**config.mk**
```make
export PLATFORM = sky130hd
export DESIGN_NAME = tlight_monitor
export DESIGN_NICKNAME = d
export VERILOG_FILES = /design/src/rtl/tlight_monitor.sv
export SDC_FILE = /design/constraint.sdc
export NUM_CORES = 1
export LEC_CHECK = 0
export ABC_AREA = 0
export CAP_MARGIN = 10
export CORE_UTILIZATION = 35
export DETAILED_ROUTE_END_ITERATION = 7
export PLACE_DENSITY_LB_ADDON = 0.1
export SYNTH_ARGS = -nofsm -noshare
export SYNTH_HDL_FRONTEND = slang
export SYNTH_SLANG_ARGS = --single-unit
```
**constraint.sdc**
```tcl
create_clock -name clock -period 6.6 [get_ports clock]
set_clock_uncertainty 0.1 [all_clocks]
set_input_delay 1.32 -clock clock [delete_from_list [all_inputs] [get_ports clock]]
set_output_delay 1.32 -clock clock [all_outputs]
set_load 0.01 [all_outputs]
```
**src/rtl/tlight_monitor.sv**
```systemverilog
// tlight_monitor: checks a traffic-light controller's phase sequence and drives a safe yellow flash on fault
module tlight_monitor #(
    parameter int YELLOW_MIN = 3,
    parameter int GREEN_MIN  = 15,
    parameter int STUCK_MAX  = 31,
    parameter int FLASH_HALF = 1
) (
    input  logic       clock,
    input  logic       reset,
    input  logic [2:0] ns,
    input  logic [2:0] we,
    output logic [2:0] ns_out,
    output logic [2:0] we_out,
    output logic       fault,
    output logic [2:0] fault_code
);
    localparam logic [2:0] RED = 3'b100;
    localparam logic [2:0] YEL = 3'b010;
    localparam logic [2:0] GRN = 3'b001;
    localparam int FW = $clog2(2 * FLASH_HALF) + 1;
    localparam logic [4:0] Y_MIN = 5'(YELLOW_MIN);
    localparam logic [4:0] G_MIN = 5'(GREEN_MIN);
    localparam logic [4:0] S_MAX = 5'(STUCK_MAX);
    localparam logic [FW-1:0] FC_LAST = FW'(2 * FLASH_HALF - 1);
    localparam logic [FW-1:0] FC_HALF = FW'(FLASH_HALF);

    typedef enum logic [1:0] {INIT, RUN, FAULT} state_t;

    state_t state, state_n;
    logic [2:0] cur_ns, cur_we, cur_ns_n, cur_we_n;
    logic [2:0] ns_out_n, we_out_n, code_n, code;
    logic [4:0] dwell, dwell_n;
    logic [FW-1:0] fc, fc_n;
    logic first, first_n, fault_n;
    logic legal, in_yy, cur_yy, changed;

    assign in_yy   = ns == YEL && we == YEL;
    assign cur_yy  = cur_ns == YEL && cur_we == YEL;
    assign legal   = in_yy || (ns == RED && we == GRN) || (ns == GRN && we == RED);
    assign changed = {ns, we} != {cur_ns, cur_we};

    // Fault priority: lowest code wins; the first phase after INIT is exempt from minimum-duration checks
    assign code = !($onehot(ns) && $onehot(we))                      ? 3'd1 :
                  !legal                                             ? 3'd2 :
                  changed && !in_yy && !cur_yy                       ? 3'd3 :
                  changed && !first && cur_yy && dwell < Y_MIN       ? 3'd4 :
                  changed && !first && !cur_yy && dwell < G_MIN      ? 3'd5 :
                  !changed && dwell == S_MAX                         ? 3'd6 : 3'd0;

    // State register and all registered outputs
    always_ff @(posedge clock) begin
        if (reset) begin
            state      <= INIT;
            ns_out     <= RED;
            we_out     <= RED;
            fault      <= 1'b0;
            fault_code <= 3'd0;
            cur_ns     <= RED;
            cur_we     <= RED;
            dwell      <= '0;
            first      <= 1'b0;
            fc         <= '0;
        end else begin
            state      <= state_n;
            ns_out     <= ns_out_n;
            we_out     <= we_out_n;
            fault      <= fault_n;
            fault_code <= code_n;
            cur_ns     <= cur_ns_n;
            cur_we     <= cur_we_n;
            dwell      <= dwell_n;
            first      <= first_n;
            fc         <= fc_n;
        end
    end

    // Next-state, phase tracking and lamp drive
    always_comb begin
        state_n  = state;
        ns_out_n = ns_out;
        we_out_n = we_out;
        fault_n  = fault;
        code_n   = fault_code;
        cur_ns_n = cur_ns;
        cur_we_n = cur_we;
        dwell_n  = dwell;
        first_n  = first;
        fc_n     = fc;
        case (state)
            INIT: begin
                ns_out_n = legal ? ns : RED;
                we_out_n = legal ? we : RED;
                if (legal) begin
                    state_n  = RUN;
                    cur_ns_n = ns;
                    cur_we_n = we;
                    dwell_n  = 5'd1;
                    first_n  = 1'b1;
                end
            end
            RUN: begin
                if (code != 3'd0) begin
                    state_n  = FAULT;
                    fault_n  = 1'b1;
                    code_n   = code;
                    fc_n     = '0;
                    ns_out_n = YEL;
                    we_out_n = YEL;
                end else begin
                    ns_out_n = ns;
                    we_out_n = we;
                    cur_ns_n = ns;
                    cur_we_n = we;
                    dwell_n  = changed ? 5'd1 : (dwell == 5'd31 ? dwell : dwell + 5'd1);
                    first_n  = first && !changed;
                end
            end
            FAULT: begin
                fc_n     = (fc == FC_LAST) ? '0 : fc + 1'b1;
                ns_out_n = (fc_n < FC_HALF) ? YEL : 3'b000;
                we_out_n = (fc_n < FC_HALF) ? YEL : 3'b000;
            end
            default: state_n = INIT;
        endcase
    end
endmodule
```
# Yosys cells after proc, flatten, opt, wreduce, memory -nomap -nowiden
# Index checks and enable logic that the tools add are counted.
[word_totals]
reg_bits = 26
inputBits = 8
out_inout_bits = 10
wordCells = 102
[classes]
add_sub_neg = 6
magnitude_cmp = 3
n_eq_ne = 19
muxes = 33
n_bitwise = 1
reduce_logical = 30
[ops]
columns = ["op", "count"]
rows = [
  ["3-bit two-way mux", 14],
  ["5-bit two-way mux", 4],
  ["3-bit case mux with 3 select lines", 2],
  ["1-bit logical AND", 14],
  ["3-bit by 2-bit == test with 1-bit output, second input constant", 4],
  ["3-bit case mux with 2 select lines", 2],
  ["2-bit two-way mux", 5],
  ["5-bit case mux with 2 select lines", 1],
  ["2-bit by 1-bit == test with 1-bit output, second input constant", 4],
  ["3-bit by 1-bit == test with 1-bit output, second input constant", 2],
  ["3-bit == test, second input constant", 2],
  ["2-bit != test, second input constant", 3],
  ["6-bit != test", 1],
  ["2-bit case mux with 3 select lines", 1],
  ["3-bit AND reduction", 2],
  ["3-bit nonzero test", 2],
  ["5-bit by 1-bit adder with 5-bit output, second input constant", 1],
  ["5-bit == test, second input constant", 1],
  ["5-bit by 2-bit < comparator with 1-bit output, second input constant", 1],
  ["5-bit by 4-bit < comparator with 1-bit output, second input constant", 1],
  ["1-bit by 1-bit adder with 2-bit output", 2],
  ["2-bit by 1-bit adder with 2-bit output", 2],
  ["1-bit logical NOT", 4],
  ["2-bit case mux with 2 select lines", 1],
  ["12 further kinds", 16],
]

# Logic depth before layout (Yosys ltp)
# Gate-level depths: netlist of run 1.
[depth]
ltp_word = 13
mapped_depth = 9
mapped_depth_nobuf = 7

# Worst setup path after synthesis of run 1
# No wires, ideal clock.
[synth_timing]
path_kind = "input port to flip-flop"
from = "in we[2]"
to = "reg ns_out[2]"
setup_time_ps = 93
arrival_ps = 3388
required_ps = 6407
slack_ps = 3019
path_stages = 8
path_buffers = 1
path_cell_list = "clkbuf_1 -> inv_1 -> fa_1 -> nand4bb_1 -> a21o_1 -> or4_4 -> and2_4 -> o311ai_2"
[synth_via]
elab_chain_len = 12
word_cells_on_any_way = 32
cone_classes = "add/sub (1); eq/ne (5); mux (9); reduce/logical (17)"
[synth_lines]
columns = ["item", "line", "source"]
rows = [
  ["start: declaration", "11", "input logic [2:0] we,"],
  ["6-bit != test", "40", "assign changed = {ns, we} != {cur_ns, cur_we};"],
  ["1-bit logical NOT or 1-bit logical AND (tied branches)", "48, 46, 47", ""],
  ["1-bit logical AND (on tied branches)", "48, 47", ""],
  ["3-bit two-way mux or 1-bit logical AND (tied branches)", "48, 47", ""],
  ["3-bit two-way mux", "47", "changed && !first && !cur_yy && dwell < G_MIN ? 3'd5 :"],
  ["3-bit two-way mux", "46", "changed && !first && cur_yy && dwell < Y_MIN ? 3'd4 :"],
  ["3-bit two-way mux", "45", "changed && !in_yy && !cur_yy ? 3'd3 :"],
  ["3-bit two-way mux", "44", "!legal ? 3'd2 :"],
  ["3-bit two-way mux", "43", "assign code = !($onehot(ns) && $onehot(we)) ? 3'd1 :"],
  ["3-bit nonzero test", "102", "if (code != 3'd0) begin"],
  ["3-bit two-way mux", "102", ""],
  ["3-bit case mux with 3 select lines *", "89", "case (state)"],
  ["end signal: assignment", "65", "ns_out <= ns_out_n;"],
  ["end: declaration", "12", "output logic [2:0] ns_out,"],
]
# Mark *: on every way between the ends. The rest lies on a longest branch, timed or not.
# A chain may end at the register's enable or synchronous reset.

# Final worst setup path of run 1
[layout_timing]
from = "in we[0]"
to = "reg ns_out[2]"
# The elaborated chain is that of the path after synthesis.

==> results of run 1 <==
cell usage in the layout (no fill, tap or decap), types with 3 or more instances in the layout:
master / n
nand2_1: 14
nor3_1: 4
clkdlybuf4s50_1: 17
ha_1: 6
o21ai_0: 5
xnor2_1: 7
clkbuf_8: 3
mux2i_1: 8
a211oi_1: 3
inv_1: 7
nor2_1: 23
dfxtp_1: 25
and2_1: 4
a21oi_1: 12
and3_1: 4
layer usage:
layer	vias to the layer above	share of wire [%]	global-route usage (%)
met4	0	1.1	5.36
met1	664	50	24.8
li1	700	-	-
met3	4	4.6	2.80
met5	-	0	0
met2	33	45	29.9
Yosys cell counts, types with 2 or more instances:
master	n	area [um2]
mux2i_1	8	80.1
a31o_2	2	17.5
o311ai_2	2	32.5
inv_1	7	26.3
nor4_1	2	12.5
nand2_1	14	52.6
nand4bb_1	2	22.5
fa_1	2	40.0
a211oi_1	3	22.5
nor2_1	23	86.3
nor3_1	4	20.0
nand4_1	2	12.5
o41ai_1	2	17.5
and2_1	4	25.0
and3_1	4	25.0
o32ai_1	2	17.5
nand3b_1	2	15.0
o21a_1	2	15.0
a31oi_1	2	12.5
nor4b_1	2	17.5
xnor2_1	7	61.3
nand2b_1	2	12.5
a21oi_1	12	60.1
ha_1	6	75.1
dfxtp_1	25	500
nand3_1	2	10.0
o21ai_0	5	25.0
clkbuf_1	7	26.3
cells by family after synthesis:
| family | count (synthesis) | share of synthesized area (%) |
|---|---|---|
| AO/OA/AOI/OAI | 44 | 21.1 |
| XOR/XNOR | 7 | 3.91 |
| adder cells (fa/ha/maj) | 8 | 7.34 |
| buffers and inverters | 17 | 4.39 |
| flip-flops | 25 | 31.9 |
| multiplexers | 8 | 5.10 |
| AND/OR/NAND/NOR | 74 | 26.2 |
final timing paths:
| path | from | to | depth (start not counted) |
|---|---|---|---|
| max reg2reg | cur_ns[0] | cur_ns[1] | 7 |
| max | we[0] | ns_out[2] | 8 |
| min reg2reg | fault | fault | 1 |
| min | fault | fault | 1 |
power breakdown:
part	internal (mW)	switching, mW
Clock	0.0432	0.0490
Combinational	0.0384	0.0455
Sequential	0.160	0.00804
Total	0.242	0.103
final cells by class:
| cell class | instances | area [um2] |
|---|---|---|
| clock buffer | 4 | 45.0 |
| fill | 434 | 2320 |
| inverter | 8 | 30.0 |
| multi-input combinational | 141 | 1010 |
| sequential | 25 | 500 |
| tap | 50 | 62.6 |
| timing repair buffer | 18 | 178 |
sequential cells by signal (all words and copies together), names as in the netlist:
signal and count:
cur_ns 3, cur_we 3, dwell 5, fault 1, fault_code 3, fc 1
first 1, ns_out 3, state 2, we_out 3
worst max-delay path, delay by kind of cell:
kind                     cells  cell delay, ns
buffers and inverters        2            0.77
adder cells (fa/ha/maj)      1            0.48
AND/OR/NAND/NOR              3            1.01
AO/OA/AOI/OAI                2            0.48
stage by stage:
stage	std cells	utilization, %	instance area (um2)	hold WS, ns	power (mW)
2_1_floorplan	183	-	1570	0.349	0.227
3_3_place_gp	242	42.9	1780	0.359	0.255
3_5_place_dp	242	42.9	1780	0.368	0.255
4_1_cts	246	44.0	1820	0.390	0.348
5_1_grt	246	44.0	1820	0.400	0.365
6_report	246	44.0	1820	0.385	0.344
==> key figures, run 1 <==
Status
  – Status: finished, final reports clean

Clocking
  – Clk Latency, worst-skew pair: 0.27 ns
  – CTS tree: built
  – Cts bufs inserted: 3
  – PostCTS Resize Cnt: 0
  – Bufs on Longest Clock Path: 2
  – Clk slew on worst S/H paths: approximately 0.090 ns
  – H-tree Lvls: 1
  – CTS root buffer: clkbuf_8
  – Total clock sinks: 25
  – Postcts setup bufs: 0
  – Hold_buf cts: 0

GRT
  – Vias in the first global route: 1339
  – All-Layer GR Usage: about 18%
  – Initial antenna violation count: 0
  – Pin count of the biggest net entering global routing: 21
  – First-pass GRT wire length: around 6.4 mm
  – Overflow after GRT: 0

Timing
  – Measured slew at the worst slew-check pin: approximately 0.84 ns
  – # setup viols final: 0
  – Fmax: between 200 and 300 MHz
  – Endpoints failing hold: 0
  – Setup TNS: 0 ns
  – Slew Viols, Final: 0
  – Slew margin rel.: 43.9%
  – Final period util: between 60% and 70%
  – Post-layout min period: between 3 and 4 ns
  – PnR worst setup slack: between 2 and 3 ns
  – RSZ-0062 raised after global routing: false

Synthesis
  – Asr flop ratio synth: 0%
  – Synthesized flop and latch total: 25
  – Syn avg cell area: 8.57 um2
  – Mapped cell area: 1570 um2
  – Post-synth EDFFs: 0
  – Seq/Total Area, Yosys: 31.9%
  – Prevailing post-synth register cell: dfxtp_1
  – Post-synthesis cell count: 183
  – Synth cell types: 54
  – Syn. warnings: 0
  – Post-Syn Nets: slightly below 200

Placed design
  – IO Port Bufs: 17
  – GPL Wtd Cong: approximately 0.88
  – DP HPWL: 2.92 mm
  – Worst slack, placed: 2.32 ns

Drt
  – Via density: 5.70
  – Routed wire length: approximately 3.8 mm
  – Drt wl/cell: between 15 and 20 um
  – Drc violations: 0
  – Final ANT Viol Nets: 0
  – Initial DRC count: between 50 and 60
  – Vias: 1401
  – DR pass1 iterations: 4

Hold path
  – Hold crit path type: flop to flop

Die
  – Num ports: 18
  – Total die area: around 4800 um2
  – Core area: between 4000 and 5000 um2
  – Initial Utilization: 37.9%
  – Die Y-Extent: 69.0 um
  – Die W: 69.0 um
  – Row Count: 23

Setup path
  – CP Capture Type: flop
  – Crit path max fanout: 9
  – Worst reg2reg setup slack: 4.13 ns
  – Critical path cell sequence: clkdlybuf4s50_1 -> inv_1 -> fa_1 -> nand4bb_1 -> a21o_1 -> or4_4 -> and2_4 -> o311ai_2
  – Slowest cell on crit path: clkdlybuf4s50_1
  – Startpoint types: input port
  – Critical Path AT: about 4.1 ns
  – Crit Path Category: input port to flop
  – Max incr delay on CP: 0.63 ns
  – CP required: between 6 and 7 ns

Power and ir drop
  – Pleak: ~0.6 nW
  – P per Cell Area: 189 nW/um2
  – Max IR drop VDD: 0.0000724 V

Layout
  – Area Growth Syn to Fin: 16.2%
  – Ant diodes: 0
  – Layout cell share with drive strength beyond 1: a little under a tenth
  – Net count, final: ~210

Job
  – Max-cap violations: 0
Power figures use the tool's default switching activity.
==> run 2, diff against run 1 <==
==> constraint.sdc (replaced) <==
create_clock -name clock -period 3.55 [get_ports clock]
set_clock_uncertainty 0.1 [all_clocks]
set_input_delay 0.71 -clock clock [delete_from_list [all_inputs] [get_ports clock]]
set_output_delay 0.71 -clock clock [all_outputs]
set_load 0.01 [all_outputs]
==> key figures, run 2 (synthesis results as in run 1) <==
Status
  – Status: finished, final reports clean

Clocking
  – Cts bufs inserted: 3
  – CTS tree: built
  – Bufs on Longest Clock Path: 2
  – H-tree Lvls: 1
  – Clk Latency, worst-skew pair: 0.28 ns
  – PostCTS Resize Cnt: 0
  – Postcts setup bufs: 0
  – Hold_buf cts: 0
  – Clk slew on worst S/H paths: 0.10 ns
  – Total clock sinks: 25
  – CTS root buffer: clkbuf_8

Drt
  – Drt wl/cell: 15.1 um
  – Initial DRC count: 35
  – Routed wire length: approximately 3.8 mm
  – Final ANT Viol Nets: 0
  – Vias: 1399
  – Via density: approximately 5.6
  – DR pass1 iterations: 4
  – Drc violations: 0

Die
  – Initial Utilization: between 30% and 40%
  – Row Count: 23
  – Total die area: around 4800 um2
  – Die Y-Extent: ~70 um
  – Die W: between 60 and 70 um
  – Core area: between 4000 and 5000 um2
  – Num ports: 18

Layout
  – Net count, final: 219
  – Most common cell after layout, fill and taps aside: dfxtp_1
  – Ant diodes: 0
  – Most frequent cells in the layout: dfxtp_1 (25), nor2_1 (23), clkdlybuf4s50_1 (17)
  – Max reg flops: 5
  – Layout cell share with drive strength beyond 1: about an eighth
  – Area Growth Syn to Fin: 19.1%
  – Util after Layout: between 40% and 50%
  – Filler instances: 410
  – Top reg by flops: dwell

Timing
  – # setup viols final: 0
  – Setup TNS: 0 ns
  – Final period util: roughly 87%
  – Slew Viols, Final: 0
  – Slew margin rel.: roughly 60%
  – Endpoints failing hold: 0
  – RSZ-0062 raised after global routing: false
  – Measured slew at the worst slew-check pin: roughly 0.57 ns
  – Fmax: 323 MHz
  – Post-layout min period: roughly 3.1 ns

Job
  – Max-cap violations: 0

Placed design
  – GPL Wtd Cong: around 0.88
  – IO Port Bufs: 17
  – DP HPWL: approximately 2.9 mm

GRT
  – All-Layer GR Usage: 18.5%
  – Overflow after GRT: 0
  – Pin count of the biggest net entering global routing: 21
  – Vias in the first global route: ~1300
  – First-pass GRT wire length: roughly 6.3 mm
  – Initial antenna violation count: 0

Setup path
  – CP required: between 3 and 4 ns
  – Critical Path AT: ~3.2 ns
  – Crit path max fanout: 7
  – CP Capture Type: flop
  – Crit Path Category: input port to flop
  – Startpoint types: input port

Power and ir drop
  – Total power: around 0.65 mW
  – P per Cell Area: approximately 350 nW/um2
  – Max IR drop VDD: approximately 0.00014 V
  – Pleak: 0.633 nW

Hold path
  – Hold crit path type: flop to flop
run 2: cell count changes in the layout (fill, tap and decap cells not counted), sizes merged:
cell and change:
buf +6, clkbuf -1, clkinv +1
run 2: layout make-up:
type / instances / area (um2) / area share [%]
Clock inverter: 1 / 5.00 / 0.268
Sequential cell: 25 / 500 / 26.8
Inverter: 8 / 30.0 / 1.61
Timing Repair Buffer: 24 / 223 / 11.9
Clock buffer: 3 / 41.3 / 2.21
Multi-Input combinational cell: 141 / 1010 / 53.9
Tap cell: 50 / 62.6 / 3.35
run 2: through the flow:
| stage | area [um2] | setup slack, ns | instances | hold slack (ns) |
|---|---|---|---|---|
| global route | 1870 | 0.269 | 252 | 0.408 |
| finish | 1870 | 0.453 | 252 | 0.387 |
| CTS | 1870 | 0.436 | 252 | 0.384 |
| floorplan | 1570 | 0.579 | 183 | 0.349 |
| global placement | 1820 | 0.196 | 248 | 0.356 |
| detailed placement | 1820 | 0.145 | 248 | 0.370 |
run 2: worst paths after layout:
check                 start  slack [ns]   endpoint  cells past startpoint
setup / recovery      we[0]        0.45  we_out[2]                      8
hold / removal    we_out[1]        0.39  we_out[1]                      2
setup reg to reg  cur_ns[0]        1.12  we_out[2]                      6
hold reg to reg   we_out[1]        0.39  we_out[1]                      2
run 2: report_power, final:
part | total, mW | internal, mW | switching (mW) | leakage (nW)
logic | 0.162 | 0.0760 | 0.0861 | 0.405
registers | 0.313 | 0.298 | 0.0147 | 0.202
clock network | 0.180 | 0.0789 | 0.101 | 0.0255
run 2: critical path: stages:
cell and delay (ns):
clkdlybuf4s50_1 0.50, inv_1 0.08, fa_1 0.47, nand4bb_1 0.23
a21o_1 0.26, or4_4 0.56, and2_4 0.19, o311ai_2 0.20
run 2: routing by layer:
| metal | global-route usage (%) | vias to the layer above | part of all wire (%) |
|---|---|---|---|
| met5 | 0 | - | 0 |
| met4 | 7.40 | 0 | 1.5 |
| met3 | 3.29 | 5 | 4.9 |
| met2 | 27.9 | 35 | 44 |
| met1 | 25.7 | 652 | 49 |
| li1 | - | 707 | - |
==> run 3, diff against run 2 <==
--- a/config.mk
+++ b/config.mk
@@ -9,6 +9,7 @@
 export CAP_MARGIN = 10
 export CORE_UTILIZATION = 35
 export DETAILED_ROUTE_END_ITERATION = 7
+export DONT_BUFFER_PORTS = 1
 export PLACE_DENSITY_LB_ADDON = 0.1
 export SYNTH_ARGS = -nofsm -noshare
 export SYNTH_HDL_FRONTEND = slang
==> constraint.sdc (replaced) <==
create_clock -name clock -period 3.9 [get_ports clock]
set_clock_uncertainty 0.1 [all_clocks]
set_input_delay 0.78 -clock clock [delete_from_list [all_inputs] [get_ports clock]]
set_output_delay 0.78 -clock clock [all_outputs]
set_load 0.01 [all_outputs]
==> key figures, run 3 (synthesis results as in run 1) <==
Status
  – Status: finished, final reports clean

Clocking
  – Clk slew on worst S/H paths: 0.10 ns
  – PostCTS Resize Cnt: 0
  – Total clock sinks: 25
  – CTS tree: built
  – H-tree Lvls: 1
  – CTS root buffer: clkbuf_8
  – Clk Latency, worst-skew pair: 0.28 ns
  – Hold_buf cts: 0
  – Cts bufs inserted: 3
  – Postcts setup bufs: 0
  – Bufs on Longest Clock Path: 2

Setup path
  – Slowest cell on crit path: o41ai_2
  – Critical Path AT: roughly 2.8 ns
  – Crit Path Category: input port to flop
  – Max incr delay on CP: 0.49 ns
  – Startpoint types: input port
  – Critical path cell sequence: inv_1 -> fa_1 -> nand4bb_1 -> a21o_1 -> o41ai_2 -> buf_4 -> mux2i_1 -> nand2_1
  – CP delay by family, top: compound AO/OA/AOI/OAI gates
  – Crit path max fanout: 9
  – CP required: 3.96 ns
  – Worst path bufs/invs: 2
  – CP Capture Type: flop

Drt
  – Routed wire length: around 3.8 mm
  – DR pass1 iterations: 4
  – Drc violations: 0
  – Final ANT Viol Nets: 0
  – Via density: 5.80
  – Vias: 1334
  – Initial DRC count: 72
  – Drt wl/cell: between 15 and 20 um

Power and ir drop
  – Clk pwr share: 29.0%
  – Flop pwr share: about half
  – Internal power: 0.391 mW
  – P per Cell Area: approximately 340 nW/um2
  – Psw: 0.169 mW
  – Switching Fraction: a little under a third
  – Pleak: 0.547 nW
  – Max IR drop VDD: approximately 0.00014 V
  – Combinational Power Share: a little under a fifth

Placed design
  – IO Port Bufs: 0
  – DP HPWL: between 2 and 3 mm
  – DP Area: about 1600 um2
  – GPL Wtd Cong: ~0.86

Timing
  – Final period util: 70.8%
  – RSZ-0062 raised after global routing: false
  – Endpoints failing hold: 0
  – Slew margin rel.: slightly above 60%
  – Measured slew at the worst slew-check pin: between 0.5 and 0.6 ns
  – # setup viols final: 0
  – Slew Viols, Final: 0
  – Fmax: around 360 MHz
  – Worst hold slack: approximately 0.39 ns
  – Post-layout min period: 2.76 ns
  – Setup TNS: 0 ns

Layout
  – Most frequent cells in the layout: dfxtp_1 (25), nor2_1 (23), nand2_1 (14)
  – Max reg flops: 5
  – Top reg by flops: dwell
  – Ant diodes: 0
  – Net count, final: just under 200
  – Layout cell share with drive strength beyond 1: between 10% and 20%
  – Fin area: between 1500 and 2000 um2
  – Area Growth Syn to Fin: 5.90%
  – Most common cell after layout, fill and taps aside: dfxtp_1
  – Filler instances: roughly 430

GRT
  – First-pass GRT wire length: about 6.4 mm
  – Initial antenna violation count: 0
  – Pin count of the biggest net entering global routing: 21
  – Overflow after GRT: 0
  – All-Layer GR Usage: 18.3%
  – Vias in the first global route: around 1300

Job
  – Max-cap violations: 0

Die
  – Initial Utilization: a little under two fifths
  – Die W: 69.0 um
  – Total die area: 4750 um2
  – Row Count: 23
  – Num ports: 18
  – Core area: between 4000 and 5000 um2
  – Die Y-Extent: roughly 69 um

Hold path
  – Hold crit path type: flop to flop
-- run 3: area by class of cell --
cell class / count / area (um2) / share of cell area (%)
inverters: 8 / 30.0 / 1.81
well taps: 50 / 62.6 / 3.77
multi-input cells: 141 / 1010 / 60.6
clock inverters: 1 / 5.00 / 0.301
flip-flops and latches: 25 / 500 / 30.1
clock buffers: 3 / 41.3 / 2.48
repair buffers: 2 / 15.0 / 0.904
-- run 3: worst paths after layout --
check,startpoint,end,slack [ns],cells past startpoint
max,we[0],cur_ns[2],1.14,8
min,first,first,0.39,2
max reg2reg,cur_ns[0],cur_ns[2],1.39,7
min reg2reg,first,first,0.39,2
-- run 3: metrics by stage --
stage	cells	utilization (%)	worst slack, ns	total power, mW
2_1_floorplan	183	-	0.859	0.385
3_3_place_gp	226	39.0	0.897	0.402
3_5_place_dp	226	39.0	0.863	0.403
4_1_cts	230	40.1	1.16	0.569
5_1_grt	230	40.1	1.01	0.599
6_report	230	40.1	1.14	0.560
-- run 3: per-layer routing --
layer / part of all wire (%) / GRT usage [%] / up-vias
li1: - / - / 667
met1: 48 / 23.5 / 629
met2: 44 / 28.0 / 36
met3: 7.5 / 6.91 / 2
met4: 0.56 / 5.61 / 0
met5: 0 / 0 / -
-- run 3: power groups by stage --
stage                     registers [mW]  logic, mW  clock network, mW
final                              0.290      0.107              0.162
after global routing               0.294      0.123              0.182
after CTS                          0.291      0.107              0.171
after floorplan                    0.291     0.0942                  0
after detailed placement           0.297      0.106                  0
after global placement             0.296      0.106                  0
-- run 3: worst min-delay path, delay by kind of cell, from the launching register on --
kind | cells | cell delay (ns)
AO/OA/AOI/OAI | 2 | 0.12
flip-flops | 1 | 0.33
